<file path="src/rtl/debounce_pkg.sv">
// -----------------------------------------------------------------------------
// debounce_pkg
//   Shared types and helpers for the multi-channel push-button debouncer.
//   - db_state_t : per-channel debounce FSM state
//   - cnt_width  : width of the window/hold counters for a given configuration
// -----------------------------------------------------------------------------
package debounce_pkg;

  typedef enum logic [1:0] {
    ST_LOW       = 2'd0,
    ST_PEND_HIGH = 2'd1,
    ST_HIGH      = 2'd2,
    ST_PEND_LOW  = 2'd3
  } db_state_t;

  // Both counters share one width, large enough to hold the bigger of the
  // debounce window and the long-press time (the hold counter saturates at
  // LONG_CYCLES itself, so the +1 is needed).
  function automatic int cnt_width(input int db_cycles, input int long_cycles);
    int m;
    m = (db_cycles > long_cycles) ? db_cycles : long_cycles;
    return (m < 1) ? 1 : $clog2(m + 1);
  endfunction

endpackage

</file>
<file path="src/rtl/debouncer_channel.sv">
// -----------------------------------------------------------------------------
// debouncer_channel
//   One debounced input: synchroniser, debounce FSM, window counter and
//   long-press hold counter. All outputs are registered.
// Ports
//   clk           in  system clock
//   reset         in  asynchronous, active-high reset
//   noisy_i       in  raw asynchronous input
//   debounced_o   out clean level
//   rise_o        out 1-cycle pulse on accepted 0->1
//   fall_o        out 1-cycle pulse on accepted 1->0
//   long_press_o  out 1-cycle pulse once per press after LONG_CYCLES in ST_HIGH
// -----------------------------------------------------------------------------
module debouncer_channel
  import debounce_pkg::*;
#(
  parameter int DB_CYCLES   = 2_000_000,
  parameter int LONG_CYCLES = 100_000_000,
  parameter bit EARLY       = 1'b0,
  parameter int SYNC_STAGES = 2
) (
  input  logic clk,
  input  logic reset,
  input  logic noisy_i,
  output logic debounced_o,
  output logic rise_o,
  output logic fall_o,
  output logic long_press_o
);

  localparam int             CW        = cnt_width(DB_CYCLES, LONG_CYCLES);
  localparam bit             LONG_EN   = (LONG_CYCLES > 0);
  localparam logic [CW-1:0]  DB_LAST   = CW'(DB_CYCLES - 1);
  localparam logic [CW-1:0]  LONG_LAST = LONG_EN ? CW'(LONG_CYCLES - 1) : '0;
  localparam logic [CW-1:0]  LONG_SAT  = CW'(LONG_CYCLES);

  logic [SYNC_STAGES-1:0] sync_q;
  logic                   s;

  db_state_t     state_q, state_d;
  logic [CW-1:0] db_cnt_q, db_cnt_d;
  logic [CW-1:0] hold_q, hold_d;
  logic          deb_q, deb_d;
  logic          rise_q, rise_d;
  logic          fall_q, fall_d;
  logic          lp_q, lp_d;

  assign s = sync_q[SYNC_STAGES-1];

  // NOTE: state is updated with non-blocking assignments so every flop samples
  // pre-edge values; blocking here would let the shift register collapse.
  always_ff @(posedge clk or posedge reset) begin
    if (reset) sync_q <= '0;
    else       sync_q <= {sync_q[SYNC_STAGES-2:0], noisy_i};
  end

  always_comb begin
    // NOTE: every combinationally assigned signal gets a default first so no
    // path through the case leaves it unassigned (which would infer a latch).
    state_d  = state_q;
    db_cnt_d = db_cnt_q;
    deb_d    = deb_q;
    rise_d   = 1'b0;
    fall_d   = 1'b0;

    if (!EARLY) begin
      // Delayed accept: the input must stay at the new level for the full
      // window before the output follows.
      unique case (state_q)
        ST_LOW: if (s) state_d = ST_PEND_HIGH;
        ST_PEND_HIGH: begin
          if (!s) begin
            state_d = ST_LOW;
          end else if (db_cnt_q == DB_LAST) begin
            state_d = ST_HIGH;
            deb_d   = 1'b1;
            rise_d  = 1'b1;
          end else begin
            db_cnt_d = db_cnt_q + 1'b1;
          end
        end
        ST_HIGH: if (!s) state_d = ST_PEND_LOW;
        ST_PEND_LOW: begin
          if (s) begin
            state_d = ST_HIGH;
          end else if (db_cnt_q == DB_LAST) begin
            state_d = ST_LOW;
            deb_d   = 1'b0;
            fall_d  = 1'b1;
          end else begin
            db_cnt_d = db_cnt_q + 1'b1;
          end
        end
        default: state_d = ST_LOW;
      endcase
    end else begin
      // Early accept: follow the first edge immediately, then ignore the
      // input for the window so contact bounce cannot re-trigger.
      unique case (state_q)
        ST_LOW: if (s) begin
          state_d = ST_PEND_HIGH;
          deb_d   = 1'b1;
          rise_d  = 1'b1;
        end
        ST_PEND_HIGH: begin
          if (db_cnt_q == DB_LAST) state_d  = ST_HIGH;
          else                     db_cnt_d = db_cnt_q + 1'b1;
        end
        ST_HIGH: if (!s) begin
          state_d = ST_PEND_LOW;
          deb_d   = 1'b0;
          fall_d  = 1'b1;
        end
        ST_PEND_LOW: begin
          if (db_cnt_q == DB_LAST) state_d  = ST_LOW;
          else                     db_cnt_d = db_cnt_q + 1'b1;
        end
        default: state_d = ST_LOW;
      endcase
    end

    if (state_d != state_q) db_cnt_d = '0;
  end

  // Hold counter runs only while settled high; it stops at LONG_CYCLES so the
  // pulse condition (value LONG_CYCLES-1) is met exactly once per press.
  always_comb begin
    hold_d = hold_q;
    lp_d   = 1'b0;
    if (LONG_EN && state_q == ST_HIGH) begin
      if (hold_q != LONG_SAT)  hold_d = hold_q + 1'b1;
      if (hold_q == LONG_LAST) lp_d   = 1'b1;
    end
    if (state_d != state_q) hold_d = '0;
  end

  always_ff @(posedge clk or posedge reset) begin
    if (reset) begin
      state_q  <= ST_LOW;
      db_cnt_q <= '0;
      hold_q   <= '0;
      deb_q    <= 1'b0;
      rise_q   <= 1'b0;
      fall_q   <= 1'b0;
      lp_q     <= 1'b0;
    end else begin
      state_q  <= state_d;
      db_cnt_q <= db_cnt_d;
      hold_q   <= hold_d;
      deb_q    <= deb_d;
      rise_q   <= rise_d;
      fall_q   <= fall_d;
      lp_q     <= lp_d;
    end
  end

  assign debounced_o  = deb_q;
  assign rise_o       = rise_q;
  assign fall_o       = fall_q;
  assign long_press_o = lp_q;

endmodule

</file>
<file path="src/rtl/debouncer_multi.sv">
// -----------------------------------------------------------------------------
// debouncer_multi
//   CHANNELS independent debouncers between the button/switch pads and the
//   counter/LED logic. No state is shared between channels.
// Ports
//   clk         in  system clock
//   reset       in  asynchronous, active-high reset
//   noisy       in  [CHANNELS] raw asynchronous inputs
//   debounced   out [CHANNELS] clean levels
//   rise        out [CHANNELS] 1-cycle pulse on accepted 0->1
//   fall        out [CHANNELS] 1-cycle pulse on accepted 1->0
//   long_press  out [CHANNELS] 1-cycle pulse once per press after LONG_CYCLES
// -----------------------------------------------------------------------------
module debouncer_multi
  import debounce_pkg::*;
#(
  parameter int CHANNELS    = 5,
  parameter int DB_CYCLES   = 2_000_000,
  parameter int LONG_CYCLES = 100_000_000,
  parameter bit EARLY       = 1'b0,
  parameter int SYNC_STAGES = 2
) (
  input  logic                clk,
  input  logic                reset,
  input  logic [CHANNELS-1:0] noisy,
  output logic [CHANNELS-1:0] debounced,
  output logic [CHANNELS-1:0] rise,
  output logic [CHANNELS-1:0] fall,
  output logic [CHANNELS-1:0] long_press
);

  for (genvar g = 0; g < CHANNELS; g++) begin : g_ch
    debouncer_channel #(
      .DB_CYCLES   (DB_CYCLES),
      .LONG_CYCLES (LONG_CYCLES),
      .EARLY       (EARLY),
      .SYNC_STAGES (SYNC_STAGES)
    ) u_ch (
      .clk          (clk),
      .reset        (reset),
      .noisy_i      (noisy[g]),
      .debounced_o  (debounced[g]),
      .rise_o       (rise[g]),
      .fall_o       (fall[g]),
      .long_press_o (long_press[g])
    );
  end

endmodule

</file>
<file path="config.mk">
export PLATFORM = sky130hd
export DESIGN_NAME = debouncer_multi
export DESIGN_NICKNAME = d
export VERILOG_FILES = /design/src/rtl/debounce_pkg.sv /design/src/rtl/debouncer_channel.sv /design/src/rtl/debouncer_multi.sv
export SDC_FILE = /design/constraint.sdc
export NUM_CORES = 1
export LEC_CHECK = 0
export ABC_CLOCK_PERIOD_IN_PS = 5300
export BUFFER_PORTS_ARGS = -buffer_cell sky130_fd_sc_hd__buf_2
export CAP_MARGIN = 10
export CORE_MARGIN = 4
export CORE_UTILIZATION = 25
export CTS_CLUSTER_SIZE = 8
export DETAILED_ROUTE_END_ITERATION = 7
export PLACE_DENSITY_LB_ADDON = 0.2
export RECOVER_POWER = 50
export SLEW_MARGIN = 5
export SYNTH_ARGS = -nofsm -noshare
export SYNTH_HDL_FRONTEND = slang
export SYNTH_HIERARCHICAL = 1
export SYNTH_SLANG_ARGS = --single-unit
export TNS_END_PERCENT = 50
</file>
<file path="constraint.sdc">
create_clock -name clk -period 5.3 [get_ports clk]
set_clock_uncertainty 0.1 [all_clocks]
set_input_delay 0.265 -clock clk [delete_from_list [all_inputs] [get_ports clk]]
set_output_delay 0.265 -clock clk [all_outputs]
set_load 0.05 [all_outputs]
</file>
; ---- Yosys cells after proc, flatten, opt, wreduce, memory -nomap -nowiden
; Index checks and enable logic that the tools add are counted.
[word_totals]
memories = 0
mem_bits_rw = 0
regBits = 310
input_bits = 7
output_inout_bits = 20
elab_cells = 290
latch_bits = 0
rom_bits = 0
[classes]
n_shift = 0
div = 0
n_mul = 0
add_sub_neg = 10
n_bitwise = 0
reduce_logical = 40
order_cmp = 0
eq_ne = 65
mux = 135
[op_table]
columns = cell, n
row1 = $mux 27, 35
row2 = $add 27x1->27 const B, 10
row3 = $pmux 27 s2, 5
row4 = $eq 27x21->1 const B, 5
row5 = $eq 27x27->1 const B, 5
row6 = $ne 27x27->1 const B, 5
row7 = $mux 2, 30
row8 = $mux 1, 55
row9 = $pmux 2 s4, 5
row10 = $ne 2x1->1 const B, 15
row11 = $reduce_bool 2->1, 15
row12 = $reduce_and 5->1, 5
row13 = $eq 2x2->1 const B, 10
row14 = $ne 3x1->1 const B, 5
row15 = $ne 3x3->1 const B, 5
row16 = $reduce_and 3->1, 5
row17 = $reduce_bool 3->1, 5
row18 = $eq 2x1->1 const B, 5
row19 = $logic_not 2->1, 5
row20 = $ne 2x2->1, 5
row21 = $ne 2x2->1 const B, 5
row22 = $pmux 1 s2, 5
row23 = $reduce_and 2->1, 5

; ---- Longest topological paths before layout
; Gate-level depths: netlist (run 1).
[depth]
depth_word = 7
mapped_depth = 9
mapped_depth_nobuf = 7

; ---- By module
; The synthesis (run 1) kept the hierarchy.
[modules_own_cells]
columns = module, area_per_inst_um2, cells_per_inst, seq_area_each_um2, n_inst
row1 = debouncer_channel (g_ch[0].u_ch ...), 3344.5, 342, 1551.5, 4
row2 = debouncer_channel (g_ch[4].u_ch), 3303.2, 337, 1551.5, 1

; ---- Worst setup path before layout (run 1)
; Ideal clock, no wire load.
[synth_path]
kind = flip-flop to flip-flop
from = register g_ch[4].u_ch.hold_q[0]
to = register g_ch[4].u_ch.hold_q[1]
path_stages_with_launch = 10
setup_time_ns = 0.121
path_buffers = 2
t_arrival_ns = 1.847
setup_slack_ns = 3.232
synth_period_minus_slack_ns = 2.068
required_time_ns = 5.079
cell_sequence = dfrtp_1 inv_1 ha_1 nor4b_1 nand4_1 o31ai_1 buf_2 buf_4 mux2i_1 nor2_1
[synth_via]
elab_chain_cells = 4
elab_cells_between_ends = 7
cone_classes = add/sub (1) / eq/ne (1) / mux (3) / reduce/logical (2)
[synth_lines]
columns = item, line
row1 = start: declaration, debouncer_channel.sv:42  ; logic [CW-1:0] hold_q, hold_d;
row2 = start signal: assignment, debouncer_channel.sv:149  ; hold_q <= hold_d;
row3 = $add 27x1->27, debouncer_channel.sv:131  ; if (hold_q != LONG_SAT) hold_d = hold_q + 1'b1;
row4 = $mux 27, debouncer_channel.sv:131
row5 = $mux 27, debouncer_channel.sv:130  ; if (LONG_EN && state_q == ST_HIGH) begin
row6 = $mux 27, debouncer_channel.sv:134  ; if (state_d != state_q) hold_d = '0;
; Parallel ways exist; a longest one is shown, timed or not. The select of a mux whose other input is x is not followed.
; A chain may end at the register's enable or synchronous reset.

; ---- Worst setup path after layout (run 1)
[layout_path]
from = register g_ch[3].u_ch.state_q[0]
to = register g_ch[3].u_ch.db_cnt_q[17]
[layout_via]
elab_chain_cells = 6
elab_cells_between_ends = 18
cone_classes = eq/ne (6) / mux (9) / reduce/logical (3)
[layout_lines]
columns = item, line
row1 = start: declaration, debouncer_channel.sv:40  ; db_state_t state_q, state_d;
row2 = start signal: assignment, debouncer_channel.sv:147  ; state_q <= state_d;
row3 = $mux 2 (on tied branches), "debouncer_channel.sv:86, debouncer_channel.sv:74"
row4 = $mux 2 (on tied branches), "debouncer_channel.sv:84, debouncer_channel.sv:72"
row5 = $pmux 2 s4, debouncer_channel.sv:69  ; unique case (state_q)
row6 = $ne 2x2->1, debouncer_channel.sv:122  ; if (state_d != state_q) db_cnt_d = '0;
row7 = "$ne 3x3->1 (no source line), or another cell as far along", -
row8 = $reduce_and 3->1 (no source line), -
row9 = end signal: assignment, debouncer_channel.sv:148  ; db_cnt_q <= db_cnt_d;
row10 = end: declaration, debouncer_channel.sv:41  ; logic [CW-1:0] db_cnt_q, db_cnt_d;
; Parallel ways exist; a longest one is shown, timed or not.

==> results.md, run 1 <==
- HP Class: flop to flop
- Unrepaired setup endpoints after global routing: no
- Commonest non-fill, non-tap cell in the layout: dfrtp_1
- First-pass GRT wire length: 67800 um
- Worst hold stages: 0
- Most frequent cells in the layout: dfrtp_1, a21oi_1, nor2_1
- Sw frac: 23.1%
- Share of the synthesized area in the top cell type: 46.5%
- Combinational power share: 3.4%
- Post-DP HPWL: 24900 um
- Final WL: 39600 um
- Layout cells sized above 1: 10.9%
- Pwr Total: 0.00525 W
- Top FF cell, synth: dfrtp_1
- Total gr overflow: 0
- Via Count: 13400
- Tmin final: 3.21 ns
- Port-buffer cells: 26
- DR iter-0 viols: 792
- Hold Fails Final Rpt: 0
- Largest cells by area after synthesis: dfrtp_1, o31ai_1, a21oi_1, or4_1, nand4_1
- CP startpoint kind: flop
- Drt wl/cell: 15.3 um
- Final Slew Violations: 0
- CP arrival: 3.55 ns
- Antenna violations before repair: 0
- Root Buffer Master: clkbuf_16
- Post-Syn Nets: 1727
- Hold WS: 0.235 ns
- DIE AREA: 70900 um^2
- Hold endpoint: g_ch[1].u_ch/sync_q[1]
- Placed insts: 2526
- CP endpoint kind: flop
- Normalized max-slew margin: 24.3%
- Reg-to-Reg Start: g_ch[3].u_ch/state_q[0]
- R2r endpoint: g_ch[3].u_ch/db_cnt_q[17]
- R2R depth: 5
- Max-cap violations: 0
- Row count: 94
- Netlist cell types: 77
- EDFF count, synth: 0
- P_sw: 0.00121 W
- Die width: 266 um
- Seq/Total Area, Yosys: 46.5%
- Setup TNS: 0 ns
- Routability cong.: 0.742
- Net count, final: 1737
- Ys async rst share: 100%
- Worst IR Drop VDD: 0.208 mV
- Post-Synthesis Cells: 1705
- Post-Synthesis Cell Area: 16700 um^2
- Initial core utilization: 25.3%
- H-tree depth: 2
- Die H: 266 um
- Clk Latency, worst-skew pair: 0.56 ns
- Inserted Clock Buffers: 45
- Clock Sinks: 310
- CP max FO: 36
- Pin count of the biggest net entering global routing: 63
- Vias in the first global route: 13100
- LEAKAGE: 6.98 nW
- TritonCTS clock tree: done
- Total track usage: 11.2%
- Final period util: 60.5%
- Core area: 66000 um^2
- # DRC: 0
- PwrDens: 278 nW/um^2
- Clock power share: 50.9%
- Vias/cell: 5.18
- Deepest clock path buffer count: 3
- Area grow syn2layout: 13.2%
- Cts repair resizes: 0
- Status: completed
- Fmax: 0.312 GHz
- Slew of the pin with the lowest slew margin: 1.13 ns
- Antenna diodes: 0
- Synth Warn #: 6
- Crit path kind: flop to flop
- Int Power: 0.00404 W
- Flop-to-flop setup slack: 2.09 ns
- I/O pin cnt: 27
- Yosys reg bits: 310
- CTS clk-pin slew, worst paths: 0.05 ns
- Final std cells w/o fill: 2586
- Synth area leader: dfrtp_1
- Hold Crit Start: g_ch[1].u_ch/sync_q[0]
- Drt pass-1 iters: 5
- Sequential group share of total power: 45.8%
- Final antenna-violating net count: 0
- Final setup viols: 0
- Crit path required time: 5.64 ns
- Mean Syn Cell Area: 9.78 um^2
## flip-flops by register name (all words and copies together) (netlist names)
| name | cells |
|---|---|
| g_ch.u_ch/rise_o | 5 |
| g_ch.u_ch/hold_q | 135 |
| g_ch.u_ch/debounced_o | 5 |
| g_ch.u_ch/db_cnt_q | 135 |
| g_ch.u_ch/sync_q | 10 |
| g_ch.u_ch/fall_o | 5 |
| g_ch.u_ch/state_q | 10 |
| g_ch.u_ch/long_press_o | 5 |
## cells in the mapped netlist (14+ instances only)
| cell type | n |
|---|---|
| xor2_1 | 47 |
| a21oi_2 | 14 |
| and4_1 | 39 |
| nand2_1 | 105 |
| o31ai_1 | 96 |
| buf_2 | 33 |
| clkbuf_1 | 34 |
| ha_1 | 15 |
| and2_1 | 16 |
| nand4_1 | 72 |
| or4_1 | 87 |
| o21ai_0 | 72 |
| or3_1 | 44 |
| dfrtp_1 | 310 |
| a21oi_1 | 133 |
| nand3_1 | 73 |
| nor4b_1 | 16 |
| nor2_1 | 109 |
| nor3_1 | 29 |
| o211ai_1 | 36 |
| and3_1 | 19 |
| inv_1 | 49 |
| nor4_1 | 16 |
| xnor2_1 | 42 |
| mux2i_1 | 15 |
## worst max-delay path by stage
stage                       startpoint                         to  slack (ns)  cells after the start
2_1_floorplan   g_ch[4].u_ch/hold_q[0]     g_ch[4].u_ch/hold_q[1]        3.23                      9
3_3_place_gp   g_ch[3].u_ch/state_q[0]  g_ch[3].u_ch/db_cnt_q[17]        2.15                      5
3_5_place_dp   g_ch[3].u_ch/state_q[0]  g_ch[3].u_ch/db_cnt_q[17]        2.10                      5
4_1_cts        g_ch[3].u_ch/state_q[0]  g_ch[3].u_ch/db_cnt_q[17]        2.10                      5
5_1_grt        g_ch[3].u_ch/state_q[0]  g_ch[3].u_ch/db_cnt_q[17]        1.84                      5
6_report       g_ch[3].u_ch/state_q[0]  g_ch[3].u_ch/db_cnt_q[17]        2.09                      5
## worst max-delay path: stages (launching register included)
cell	delay [ns]
dfrtp_1	0.57
nor4bb_1	0.36
nand4_1	0.52
o21ai_4	1.04
buf_4	0.33
o21ba_2	0.17
## power groups by stage
stage	Sequential (W)	Clock, W	Combinational [W]
3_3_place_gp	0.00244	0	0.000179
6_report	0.00241	0.00267	0.000176
2_1_floorplan	0.00244	0	0.000141
5_1_grt	0.00241	0.00288	0.000204
3_5_place_dp	0.00244	0	0.000181
4_1_cts	0.00240	0.00281	0.000185
## routing by layer
metal	global-route usage, %	share of wire, %	up-vias
met5	0	0	-
met4	3.06	1.9	0
li1	-	-	6525
met2	18.0	46	139
met1	15.4	49	6680
met3	2.01	3.0	49
## final cells by class
class,instances,area (um^2)
tap,864,1080
clock inverter,2,38.8
multi-input combinational,1267,8350
timing repair buffer,42,262
fill,6824,47100
sequential,310,7760
clock buffer,52,1200
inverter,49,184
## cells by family after synthesis
| family | count (synthesis) | synth area share, % |
|---|---|---|
| DFF | 310 | 46.5 |
| and+or+nand+nor | 722 | 26.5 |
| AOI/OAI and AO/OA | 420 | 16.1 |
| buffers and inverters | 128 | 3.66 |
| muxes | 17 | 1.04 |
| adders and majority gates | 15 | 1.13 |
| xor gates and xnor gates | 93 | 5.06 |
## per-stage QoR
| stage | setup slack [ns] | cell area [um^2] | utilization [%] |
|---|---|---|---|
| floorplan | 3.23 | 16700 | - |
| global placement | 2.15 | 17600 | 26.6 |
| detailed placement | 2.10 | 17600 | 26.6 |
| CTS | 2.10 | 18900 | 28.6 |
| global route | 1.84 | 18900 | 28.6 |
| finish | 2.09 | 18900 | 28.6 |
## what timing repair did
action	4_1_cts	5_1_grt
setup endpoints to repair	0	0
setup buffers	0	0
hold buffers	6	0
hold endpoints to repair	315	0
Power figures use the tool's default switching activity.
==> inputs of run 2 (changes only) <==
Settings changed: ABC_CLOCK_PERIOD_IN_PS 5300 to 3300.
Clock period 5.3 ns to 3.3 ns, I/O delays scaled along.
==> run 2 against run 1 <==
  * Critical endpoint is now g_ch[0].u_ch/rise_o
  * Global-route usage is 0.12 points higher
  * Hold slack got worse by 0.084 ns
  * The flow now finishes with violations (max-capacitance violations, max-slew violations)
  * Non-clock buffer count rose by 17
  * Via count rose by 0.44%
  * Sequential power increased by 60%
  * Total power up 59%
  * Sequential cell count did not move
  * Critical path depth shrank 1
==> results.md, run 2 (synthesis results as in run 1) <==
- Final std cells w/o fill: 2602 (+0.62%)
- Final WL: 39800 um (+0.57%)
- Sequential group share of total power: 46.2% (+0.4 points)
- H-tree depth: 2 (unchanged)
- Crit path buf inv count: 0 (-1)
- Tmin final: 2.61 ns (-0.600 ns)
- Register area: 7760 um^2 (unchanged)
- Crit path kind: flop to flop
- Cts repair resizes: 0 (unchanged)
- CP max stage delay: 0.62 ns (-0.42 ns)
- CP startpoint kind: flop
- Net count, final: 1754 (+0.98%)
- CP max FO: 14 (-61%)
- Sw frac: 23.3% (+0.24 points)
- Routability cong.: 0.746 (+0.51%)
- LEAKAGE: 6.98 nW (about the same)
- Antenna diodes: 0 (unchanged)
- Core area: 66000 um^2 (unchanged)
- Total track usage: 11.3% (+0.12 points)
- Combinational power share: 3.6% (+0.2 points)
- Most frequent cells in the layout: dfrtp_1, a21oi_1, nor2_1
- Final period util: 79.0% (+18 points)
- First-pass GRT wire length: 68300 um (+0.77%)
- Row count: 94 (unchanged)
- P_sw: 0.00195 W (+61%)
- Drt wl/cell: 15.3 um (about the same)
- HP Class: primary input to flop
- Hold WS: 0.152 ns (-0.0838 ns)
- CP max stage cell: dfrtp_1
- Pin count of the biggest net entering global routing: 47 (-25%)
- # fillers: 6861 (+0.54%)
- Int Power: 0.00642 W (+59%)
- Normalized max-slew margin: -17.3% (-42 points)
- Max-cap violations: 1 (+1)
- Hold Fails Final Rpt: 0 (unchanged)
- DR iter-0 viols: 709 (-10%)
- TritonCTS clock tree: done
- Initial core utilization: 25.3% (unchanged)
- # DRC: 0 (unchanged)
- Die width: 266 um (unchanged)
- DIE AREA: 70900 um^2 (unchanged)
- Dominant delay contributor by cell family on the critical path: simple AND/OR/NAND/NOR gates
- Placed insts: 2540 (+0.55%)
- CP endpoint kind: flop
- Unrepaired setup endpoints after global routing: no
- Crit path required time: 3.64 ns (-2.00 ns)
- Final antenna-violating net count: 0 (unchanged)
- Die H: 266 um (unchanged)
- CP arrival: 2.95 ns (-0.60 ns)
- Clock Sinks: 310 (unchanged)
- I/O pin cnt: 27 (unchanged)
- Vias in the first global route: 13100 (+0.64%)
- Deepest clock path buffer count: 3 (unchanged)
- Fmax: 0.384 GHz (+23%)
- Fin util: 28.7% (+0.12 points)
- Total gr overflow: 0 (unchanged)
- Clk Latency, worst-skew pair: 0.56 ns (about the same)
- Post-DP HPWL: 25600 um (+2.5%)
- CP Cell Sequence: nor4bb_1 > nand4_1 > or2_2 > nor3_1
- Vias/cell: 5.17 (-0.18%)
- Area grow syn2layout: 13.7%
- Antenna violations before repair: 0 (unchanged)
- Slew of the pin with the lowest slew margin: 1.76 ns (+0.629 ns)
- Root Buffer Master: clkbuf_16
- Status: finished, violations left
- Layout cells sized above 1: 10.5% (-0.39 points)
- PwrDens: 441 nW/um^2 (+59%)
- Drt pass-1 iters: 7 (+2)
- Commonest non-fill, non-tap cell in the layout: dfrtp_1
- Setup TNS: 0 ns (unchanged)
- Regs by FF count: g_ch.u_ch/db_cnt_q (135), g_ch.u_ch/hold_q (135)
- Worst IR Drop VDD: 0.279 mV (+34%)
- Failing checks: max-capacitance violations, max-slew violations
- Via Count: 13500 (+0.44%)
- Final Slew Violations: 46 (+46)
- Final setup viols: 0 (unchanged)
- Clock power share: 50.2% (-0.7 points)
- Inserted Clock Buffers: 45 (unchanged)
- CTS clk-pin slew, worst paths: 0.05 ns (about the same)
- Port-buffer cells: 26 (unchanged)
- Multi-input logic area: 8350 um^2 (unchanged)
-- run 2: changes by cell type in the layout (fill, tap and decap cells not counted), sizes merged --
cell,change
inv,+5
clkinv,-3
buf,-8
clkbuf,+23
bufinv,-1
-- run 2: worst reg2reg max path: cells and delay by family, from the launching register on --
kind | cells | cell delay (ns)
flip-flops | 1 | 0.62
AND/OR/NAND/NOR | 4 | 1.77
-- run 2: cell type report --
type / instances / share of cell area (%)
Sequential cell: 310 / 40.9
Clock inverter: 3 / 0.0990
Timing Repair Buffer: 59 / 1.95
Tap cell: 864 / 5.70
Inverter: 49 / 0.970
Multi-Input combinational cell: 1267 / 44.1
Clock buffer: 50 / 6.31
-- run 2: worst paths after layout --
check / from / to / slack (ns) / depth (start not counted)
max: g_ch[0].u_ch/state_q[0] / g_ch[0].u_ch/rise_o / 0.69 / 4
min: noisy[4] / g_ch[4].u_ch/sync_q[0] / 0.15 / 2
max reg2reg: g_ch[0].u_ch/state_q[0] / g_ch[0].u_ch/rise_o / 0.69 / 4
min reg2reg: g_ch[4].u_ch/sync_q[0] / g_ch[4].u_ch/sync_q[1] / 0.24 / 0
max in group asynchronous: reset / g_ch[3].u_ch/db_cnt_q[0] / 0.98 / 4
min in group asynchronous: reset / g_ch[0].u_ch/db_cnt_q[13] / 0.52 / 3
-- run 2: stage by stage --
stage	area, um^2	power, W	worst slack, ns
after detailed placement	17700	0.00424	0.709
after CTS	19000	0.00859	0.683
after global placement	17700	0.00423	0.699
after global routing	19000	0.00877	0.471
final	19000	0.00837	0.694
after floorplan	16700	0.00414	1.23
-- run 2: per-layer routing --
layer / part of all wire (%) / wire [um] / global-route usage [%]
met1: 48 / 19200 / 15.5
met2: 46 / 18200 / 18.2
met3: 3.8 / 1520 / 2.11
met4: 2.2 / 880 / 3.36
met5: 0 / 0 / 0
-- run 2: timing repair --
| item | 4_1_cts | 5_1_grt |
|---|---|---|
| hold buffers | 6 | 0 |
| hold endpoints to repair | 166 | 0 |
| buffers inserted | 0 | 0 |
-- run 2: power by group through the flow --
stage | clock network, W | logic, W | registers (W)
3_5_place_dp | 0 | 0.000312 | 0.00393
3_3_place_gp | 0 | 0.000308 | 0.00392
5_1_grt | 0.00455 | 0.000347 | 0.00386
2_1_floorplan | 0 | 0.000226 | 0.00391
6_report | 0.00420 | 0.000300 | 0.00386
4_1_cts | 0.00441 | 0.000318 | 0.00386
==> inputs of run 3 (changes only) <==
Settings changed: ABC_CLOCK_PERIOD_IN_PS 3300 to 2400.
Clock period 3.3 ns to 2.4 ns, I/O delays scaled along.
==> run 3 against run 2 <==
  * The run still ends with max-capacitance violations, max-slew violations left
  * Cell area grew 2.3%
  * Sequential cell count is the same
  * Fmax grew 18%
  * Cell count grew 2.0%
  * Die area is the same
  * Sequential power grew 38%
  * Critical path depth grew 1
  * Hold slack lost 0.041 ns
  * Register-to-register slack lost 0.50 ns
  * Sequential share of layout area shrank 0.92 points
  * First-iteration DRC count grew 0.71%
  * Combinational power grew 51%
  * Highest routed layer unchanged
==> results.md, run 3 (synthesis results as in run 1) <==
- Status: finished, violations left
- Failing checks: max-capacitance violations, max-slew violations
- Regs by FF count: g_ch.u_ch/db_cnt_q (135), g_ch.u_ch/hold_q (135)
- R2r endpoint: g_ch[2].u_ch/hold_q[1]
- Crit path required time: 2.73 ns (-0.91 ns)
- DR iter-0 viols: 714 (+0.71%)
- Hold Fails Final Rpt: 0 (unchanged)
- Root Buffer Master: clkbuf_16
- Drt pass-1 iters: 4 (-3)
- Final Cell Area: 19400 um^2 (+2.3%)
- Setup TNS: 0 ns (unchanged)
- TritonCTS clock tree: done
- P_sw: 0.00264 W (+35%)
- Max-cap violations: 1 (unchanged)
- Combinational power share: 4.0% (+0.4 points)
- Area grow syn2layout: 16.3%
- Pin count of the biggest net entering global routing: 63 (+34%)
- CP endpoint kind: flop
- CTS clk-pin slew, worst paths: 0.05 ns (about the same)
- CP arrival: 2.53 ns (-0.42 ns)
- Deepest clock path buffer count: 3 (unchanged)
- First-pass GRT wire length: 69200 um (+1.3%)
- Pre-CTS setup slack: 0.0770 ns (-0.632 ns)
- Int Power: 0.00878 W (+37%)
- CP startpoint kind: flop
- Total track usage: 11.4% (+0.16 points)
- Post-place instance area: 18200 um^2 (+2.6%)
- Clk Latency, worst-skew pair: 0.56 ns (about the same)
- Final setup viols: 0 (unchanged)
- Crit path kind: flop to flop
- Final period util: 92.0% (+13 points)
- Drt wl/cell: 15.1 um (-1.2%)
- Layout cells sized above 1: 14.6% (+4.0 points)
- H-tree depth: 2 (unchanged)
- Hold Crit Start: noisy[2]
- Hold endpoint: g_ch[2].u_ch/sync_q[0]
- Post-Route M1 WL: 19700 um (+3.0%)
- LEAKAGE: 7.31 nW (+4.7%)
- Via Count: 13500 (+0.17%)
- Commonest non-fill, non-tap cell in the layout: dfrtp_1
- Inserted Clock Buffers: 45 (unchanged)
- Fmax: 0.453 GHz (+18%)
- Worst IR Drop VDD: 0.329 mV (+18%)
- Reg-to-Reg Start: g_ch[2].u_ch/hold_q[19]
- Final WL: 40100 um (+0.79%)
- # DRC: 0 (unchanged)
- Setup ws final: 0.193 ns (-0.501 ns)
- Clock power share: 49.6% (-0.6 points)
- Highest metal used: met4
- Net count, final: 1805 (+2.9%)
- HP Class: primary input to flop
- Placed insts: 2594 (+2.1%)
- Sw frac: 23.1% (-0.21 points)
- Vias in the first global route: 13500 (+2.7%)
- Antenna violations before repair: 0 (unchanged)
- CP max FO: 6 (-8)
- Fin util: 29.4% (+0.66 points)
- Routed wl met3: 1080 um (-29%)
- Post-CTS setup buffers: 0 (unchanged)
- Sequential group share of total power: 46.5% (+0.3 points)
- Final std cells w/o fill: 2655 (+2.0%)
- Unrepaired setup endpoints after global routing: no
- Post-DP HPWL: 26600 um (+4.1%)
- Initial core utilization: 25.3% (unchanged)
- Final Slew Violations: 63 (+37%)
- Row count: 94 (unchanged)
- Slew of the pin with the lowest slew margin: 1.64 ns (-0.113 ns)
- Most frequent cells in the layout: dfrtp_1, a21oi_1, nor2_1
- Met2 WL post-DR: 18400 um (+1.2%)
- Port-buffer cells: 26 (unchanged)
- I/O pin cnt: 27 (unchanged)
- Routability cong.: 0.752 (+0.79%)
- PwrDens: 588 nW/um^2 (+33%)
- Vias/cell: 5.08 (-1.8%)
- Final antenna-violating net count: 0 (unchanged)
- Flop-to-flop setup slack: 0.19 ns (-0.50 ns)
- Total gr overflow: 0 (unchanged)
- R2R depth: 5 (+1)
- DIE AREA: 70900 um^2 (unchanged)
- Worst hold stages: 2 (unchanged)
- Clock Sinks: 310 (unchanged)
- Core area: 66000 um^2 (unchanged)
- Tmin final: 2.21 ns (-0.399 ns)
- Die H: 266 um (unchanged)
- Normalized max-slew margin: -9.59% (+7.7 points)
- Antenna diodes: 0 (unchanged)
- Die width: 266 um (unchanged)
[run 3: cell count changes in the layout (fill, tap and decap cells not counted), moves of 2 or more]
cell	previous run	this run
nor4b_2	1	4
o21ai_0	72	70
nor4b_1	16	13
clkbuf_1	28	9
clkinv_2	2	0
clkbuf_16	47	45
buf_12	2	4
clkbuf_2	2	7
buf_4	19	65
buf_2	4	25
[run 3: worst max path at each step]
| stage | cells after the start | endpoint | from | slack (ns) |
|---|---|---|---|---|
| finish | 5 | g_ch[2].u_ch/hold_q[1] | g_ch[2].u_ch/hold_q[19] | 0.19 |
| global route | 5 | g_ch[0].u_ch/db_cnt_q[22] | g_ch[0].u_ch/db_cnt_q[0] | 0.03 |
| detailed placement | 4 | g_ch[0].u_ch/long_press_o | g_ch[0].u_ch/hold_q[19] | 0.08 |
| global placement | 4 | g_ch[0].u_ch/long_press_o | g_ch[0].u_ch/hold_q[19] | 0.07 |
| floorplan | 9 | g_ch[4].u_ch/hold_q[1] | g_ch[4].u_ch/hold_q[0] | 0.33 |
| CTS | 4 | g_ch[0].u_ch/long_press_o | g_ch[0].u_ch/hold_q[19] | 0.06 |
[run 3: through the flow]
step | hold slack [ns] | power (W)
6_report | 0.110 | 0.0114
5_1_grt | 0.0892 | 0.0120
4_1_cts | 0.0668 | 0.0117
3_5_place_dp | 0.129 | 0.00587
3_3_place_gp | 0.128 | 0.00586
2_1_floorplan | 0.0514 | 0.00569
[run 3: layer usage]
layer  track usage, %  vias to the layer above
li1                 -                     6651
met1             15.7                     6643
met2             18.6                      120
met3             1.97                       61
met4             3.28                        0
met5                0                        -
[run 3: worst max-delay path, stage by stage, from the launching register on]
cell     delay [ns]
dfrtp_1        0.42
or4b_2         0.68
nor4_1         0.35
buf_4          0.18
a31oi_1        0.18
mux2i_1        0.16
[run 3: repair_timing]
item | 4_1_cts | 5_1_grt
hold endpoints to repair | 151 | 0
endpoints found under the setup margin | 0 | 36
hold buffers | 6 | 0
resized for setup | 0 | 7
[run 3: power groups by stage]
| stage | logic, W | registers, W | clock network [W] |
|---|---|---|---|
| floorplan | 0.000311 | 0.00538 | 0 |
| global placement | 0.000475 | 0.00539 | 0 |
| detailed placement | 0.000480 | 0.00539 | 0 |
| CTS | 0.000489 | 0.00530 | 0.00594 |
| global route | 0.000519 | 0.00530 | 0.00615 |
| finish | 0.000452 | 0.00531 | 0.00566 |
[run 3: area by class of cell]
class	count	area, um^2
clock buffers	53	1180
clock inverters	2	17.5
fillers	6854	46600
inverters	49	184
multi-input cells	1267	8380
flip-flops and latches	310	7760
well taps	864	1080
repair buffers	110	800
